File: src/rtl/bch_decode_sequencer.sv
// Frame-level controller for the BCH correction core: collects a syndrome frame,
// re-arms the core, streams the frame, waits for the result and reports status.
module bch_decode_sequencer #(
  parameter int unsigned SYM_W   = 13,
  parameter int unsigned NWORDS  = 17,
  parameter int unsigned GAP     = 11,
  parameter int unsigned TIMEOUT = 4095,
  parameter int unsigned T_MAX   = 8
) (
  input  logic             clk,
  input  logic             rstn,
  input  logic             in_valid,
  output logic             in_ready,
  input  logic [SYM_W-1:0] in_word,
  input  logic             in_last,
  output logic             core_start,
  output logic [SYM_W-1:0] core_gsynd,
  input  logic             core_error_finish,
  input  logic [3:0]       core_error_number,
  output logic             out_valid,
  input  logic             out_ready,
  output logic [3:0]       out_err_num,
  output logic             out_fail,
  output logic             out_timeout,
  output logic             out_short,
  output logic             busy,
  output logic [15:0]      frame_cnt
);

  localparam int unsigned IW = (NWORDS > 1) ? $clog2(NWORDS + 1) : 1;
  localparam int unsigned GW = (GAP > 1) ? $clog2(GAP) : 1;
  localparam int unsigned TW = $clog2(TIMEOUT + 1);

  typedef enum logic [2:0] {
    S_IDLE,
    S_COLLECT,
    S_ARM,
    S_STREAM,
    S_WAIT,
    S_REPORT
  } state_t;

  state_t           state_q, state_d;
  logic [IW-1:0]    idx_q, idx_d;
  logic [GW-1:0]    gcnt_q, gcnt_d;
  logic [TW-1:0]    tcnt_q, tcnt_d;
  logic [SYM_W-1:0] word_buf_q [NWORDS];
  logic [SYM_W-1:0] word_buf_d [NWORDS];

  logic             in_ready_d;
  logic             core_start_d;
  logic [SYM_W-1:0] core_gsynd_d;
  logic             out_valid_d;
  logic [3:0]       out_err_num_d;
  logic             out_fail_d;
  logic             out_timeout_d;
  logic             out_short_d;
  logic             busy_d;
  logic [15:0]      frame_cnt_d;

  // State, counters, frame buffer and all outputs are registered together.
  always_ff @(posedge clk or negedge rstn) begin
    if (!rstn) begin
      state_q     <= S_IDLE;
      idx_q       <= '0;
      gcnt_q      <= '0;
      tcnt_q      <= '0;
      word_buf_q  <= '{default: '0};
      in_ready    <= 1'b0;
      core_start  <= 1'b0;
      core_gsynd  <= '0;
      out_valid   <= 1'b0;
      out_err_num <= '0;
      out_fail    <= 1'b0;
      out_timeout <= 1'b0;
      out_short   <= 1'b0;
      busy        <= 1'b0;
      frame_cnt   <= '0;
    end else begin
      state_q     <= state_d;
      idx_q       <= idx_d;
      gcnt_q      <= gcnt_d;
      tcnt_q      <= tcnt_d;
      word_buf_q  <= word_buf_d;
      in_ready    <= in_ready_d;
      core_start  <= core_start_d;
      core_gsynd  <= core_gsynd_d;
      out_valid   <= out_valid_d;
      out_err_num <= out_err_num_d;
      out_fail    <= out_fail_d;
      out_timeout <= out_timeout_d;
      out_short   <= out_short_d;
      busy        <= busy_d;
      frame_cnt   <= frame_cnt_d;
    end
  end

  // Next-state logic; output next values follow from the next state so each
  // output is aligned with the state it belongs to.
  always_comb begin
    state_d       = state_q;
    idx_d         = idx_q;
    gcnt_d        = gcnt_q;
    tcnt_d        = tcnt_q;
    word_buf_d    = word_buf_q;
    core_gsynd_d  = '0;
    out_err_num_d = out_err_num;
    out_fail_d    = out_fail;
    out_timeout_d = out_timeout;
    out_short_d   = out_short;
    frame_cnt_d   = frame_cnt;

    case (state_q)
      S_IDLE: begin
        // Zeroed buffer provides the padding for short frames.
        idx_d      = '0;
        word_buf_d = '{default: '0};
        state_d    = S_COLLECT;
      end
      S_COLLECT: begin
        if (in_valid && in_ready) begin
          word_buf_d[idx_q] = in_word;
          idx_d             = idx_q + IW'(1);
          if (in_last || (idx_q == IW'(NWORDS - 1))) begin
            state_d     = S_ARM;
            gcnt_d      = '0;
            out_short_d = (idx_q != IW'(NWORDS - 1));
          end
        end
      end
      S_ARM: begin
        if (gcnt_q == GW'(GAP - 1)) begin
          state_d      = S_STREAM;
          idx_d        = '0;
          tcnt_d       = '0;
          core_gsynd_d = word_buf_q[0];
        end else begin
          gcnt_d = gcnt_q + GW'(1);
        end
      end
      S_STREAM: begin
        tcnt_d = tcnt_q + TW'(1);
        if (idx_q == IW'(NWORDS - 1)) begin
          state_d = S_WAIT;
        end else begin
          idx_d        = idx_q + IW'(1);
          core_gsynd_d = word_buf_q[idx_q + IW'(1)];
        end
      end
      S_WAIT: begin
        tcnt_d = tcnt_q + TW'(1);
        if (core_error_finish) begin
          state_d       = S_REPORT;
          out_err_num_d = core_error_number;
          out_fail_d    = (core_error_number > 4'(T_MAX));
          out_timeout_d = 1'b0;
        end else if (tcnt_q == TW'(TIMEOUT - 1)) begin
          state_d       = S_REPORT;
          out_err_num_d = '0;
          out_fail_d    = 1'b1;
          out_timeout_d = 1'b1;
        end
      end
      S_REPORT: begin
        if (out_valid && out_ready) begin
          state_d       = S_IDLE;
          frame_cnt_d   = frame_cnt + 16'(1);
          out_err_num_d = '0;
          out_fail_d    = 1'b0;
          out_timeout_d = 1'b0;
          out_short_d   = 1'b0;
        end
      end
      default: state_d = S_IDLE;
    endcase

    in_ready_d   = (state_d == S_COLLECT);
    core_start_d = (state_d == S_STREAM) || (state_d == S_WAIT);
    out_valid_d  = (state_d == S_REPORT);
    busy_d       = (state_d != S_IDLE);
  end

endmodule
File: config.mk
export PLATFORM = sky130hd
export DESIGN_NAME = bch_decode_sequencer
export DESIGN_NICKNAME = d
export VERILOG_FILES = /design/src/rtl/bch_decode_sequencer.sv
export SDC_FILE = /design/constraint.sdc
export NUM_CORES = 1
export LEC_CHECK = 0
export CORE_MARGIN = 8
export CORE_UTILIZATION = 60
export CTS_CLUSTER_DIAMETER = 60
export DETAILED_ROUTE_END_ITERATION = 6
export PLACE_DENSITY = 0.82
export SYNTH_ARGS = -nofsm -noshare
export SYNTH_HDL_FRONTEND = slang
export SYNTH_SLANG_ARGS = --single-unit
File: constraint.sdc
create_clock -name clk -period 2.9 [get_ports clk]
set_input_delay 0.435 -clock clk [delete_from_list [all_inputs] [get_ports clk]]
set_output_delay 0.435 -clock clk [all_outputs]
set_load 0.01 [all_outputs]
==> out/results.ini <==
[finish]
seq_area_mm2=0.00714
utilization=0.688
multi_input_area_mm2=0.00551
fillers=1484
drive_above_1_share=0.135
n_antenna_cell=0
syn_to_final_growth_pct=13.4
nets=1285
mostFrequentLayoutCells=288 x nand2_1, 284 x dfrtp_1, 131 x o21ai_1, 109 x o21ai_0, 61 x clkdlybuf4s50_1
final_common_cell=nand2_1

[detailed_routing]
first_pass_iters=7
vias_per_cell=6.36
drc=0
antenna_left=0
post_drt_wl_per_cell_um=21.2
dr_total_vias=9897
drtIter0Drc=1163
routed_wl_um=32900

[timing]
slew_headroom=0.459
clock.fmax_ghz=0.372
drv_slew=0
finalClockSkew_ns=0.0156
hold_viol=0
grt_setup_unrepaired=false
post-route-period-util=0.926
tns_ns=0
tightest_slew_ns=0.812
setup_viol=0
finalCriticalPeriod_ns=2.68

[clocking]
ctsHtreeMaxLevel=1
clockRootBuffer=clkbuf_16
cts_tree=done
clock_latency_ns=0.56
cts_buffers=29
clk_pin_slew_worst_paths_ns=0.06
cts.repair.resized=0
clkSinkCount=285
cts_max_path_buffers=3

[synth]
synth-edff-count=0
ys_seq_area_frac=0.542
syn_area_mm2=0.0132
synth-main-ff-cell=dfrtp_1
syn_nets=1242
async_flop_share=1.00
synth-seq-cells=285
synth_cells=1210
yosysUniqueCellTypes=70
yosysWarnings=0
avgSynthCellArea_um2=10.9

[worst_hold_path]
hold_start=tcnt_q[9]$_DFFE_PN0P_
holdPathStages=1
hp-class=flip-flop to flip-flop

[grt]
antenna_found_initial=0
overflow=0
grt_max_degree=91
grt_pass1_vias=10000
grt_pass1_wl_um=53700
gr-usage-all-layers=0.249

[power_and_ir_drop]
clkPwrFrac=0.295
leakagePower_nw=6.32
power.switching_w=0.00439
switching_share=0.353
peakVddDrop_v=0.000431
cellPowerDensity_mw_per_mm2=833
combPwrFrac=0.319
seqPwrFrac=0.386
p_int_w=0.00804

[die]
io_pins=63
coreArea_mm2=0.0217
fp.dieH_um=164
dieWidth_um=164
rows=54
initial_core_util=0.606
die_area_mm2=0.0269

[flow_run]
maxCapViolations=0

[worst_setup_path]
critical_path_peak_fanout=14
crit_path_start=idx_q[1]$_DFFE_PN0P_
start_kind=flip-flop
r2r-start=idx_q[1]$_DFFE_PN0P_
reg2regPathDepth=7
critPathRequiredTime_ns=3.35
crit_path_end_kind=flip-flop
path_class=flip-flop to flip-flop
critPathArrivalTime_ns=3.13

[placed_design]
place_hpwl_um=21900
portBuffers=62
gp_congestion=0.874

[run_status]
status=finished, final reports clean

-- final timing paths --
path | slack, ns | end
hold / removal | 0.47 | tcnt_q[9]$_DFFE_PN0P_
max in group asynchronous | 1.51 | core_gsynd[1]$_DFF_PN0_
hold reg to reg | 0.47 | tcnt_q[9]$_DFFE_PN0P_
setup / recovery | 0.22 | core_gsynd[11]$_DFF_PN0_
min in group asynchronous | 0.51 | tcnt_q[4]$_DFFE_PN0P_
setup reg to reg | 0.22 | core_gsynd[11]$_DFF_PN0_
-- cells in the mapped netlist (10+ instances only) --
master    count  area (um2)
nand2_1     288        1080
dfrtp_1     285        7130
o21ai_1     131         656
o21ai_0     109         546
mux4_2       52        1170
clkbuf_1     31         116
buf_2        29         145
nor2_1       25        93.8
mux2i_1      18         180
nand2b_1     16         100
nand4_1      14        87.6
nand3_1      13        65.1
xnor2_1      13         114
a211oi_1     11        82.6
buf_4        11        82.6
o22ai_1      10        62.6
-- power groups by stage --
| stage | sequential [W] | combinational [W] | clock (W) |
|---|---|---|---|
| detailed placement | 0.00484 | 0.00390 | 0 |
| global route | 0.00484 | 0.00424 | 0.00386 |
| global placement | 0.00481 | 0.00380 | 0 |
| floorplan | 0.00470 | 0.00284 | 0 |
| finish | 0.00480 | 0.00397 | 0.00367 |
| CTS | 0.00478 | 0.00394 | 0.00368 |
-- through the flow --
stage | area [um2] | instances | power (W) | hold WS [ns] | worst slack, ns
after floorplan | 13200 | 1210 | 0.00754 | 0.139 | 0.343
after global placement | 14000 | 1501 | 0.00861 | 0.453 | 0.355
after detailed placement | 14000 | 1501 | 0.00874 | 0.464 | 0.282
after CTS | 14900 | 1555 | 0.0124 | 0.479 | 0.254
after global routing | 14900 | 1555 | 0.0129 | 0.494 | 0.121
final | 14900 | 1555 | 0.0124 | 0.473 | 0.215
-- critical path, cell delays in order, from the launching register on --
cell	delay, ns
dfrtp_1	0.50
inv_1	0.16
ha_2	0.60
buf_12	0.21
mux4_2	0.31
mux2i_1	0.35
a211oi_1	0.14
a221o_2	0.30
-- logic make-up (layout without fill, tap and decap cells) --
family / Yosys count / in the layout / synth area share
buf+inv: 92 / 157 / 0.0395
flops: 285 / 285 / 0.542
mux: 71 / 71 / 0.104
compound gates: 304 / 304 / 0.132
xor+xnor: 23 / 23 / 0.0173
fa+ha+maj: 9 / 9 / 0.00856
simple gates: 426 / 426 / 0.157
-- sequential cells by signal, summed over array words and instances (netlist names) --
name	flops
out_valid	1
core_gsynd	13
gcnt_q	4
core_start	1
word_buf_q	221
out_timeout	1
out_short	1
state_q	3
out_fail	1
tcnt_q	12
idx_q	5
frame_cnt	16
busy	1
in_ready	1
out_err_num	4
-- per-layer routing --
| metal | vias to the layer above | share of wire | routed length [um] | GRT usage |
|---|---|---|---|---|
| met5 | - | 0 | 0 | 0 |
| met4 | 0 | 0.018 | 588 | 0.0781 |
| met3 | 57 | 0.081 | 2650 | 0.0484 |
| met2 | 468 | 0.50 | 16500 | 0.417 |
| met1 | 4993 | 0.40 | 13200 | 0.323 |
| li1 | 4379 | - | - | - |
-- area by class of cell --
cell class	instances	area share
Clock buffer	44	0.0565
Clock inverter	9	0.00612
Inverter	8	0.00201
Multi-Input combinational cell	833	0.369
Sequential cell	285	0.478
Tap cell	280	0.0235
Timing Repair Buffer	96	0.0643
-- what timing repair did --
item / CTS / global route
endpoints found under the hold margin: 85 / 0
hold buffers: 1 / 0
setup buffers: 0 / 0
endpoints found under the setup margin: 0 / 0
No activity file was read; power rests on OpenSTA's default activity.
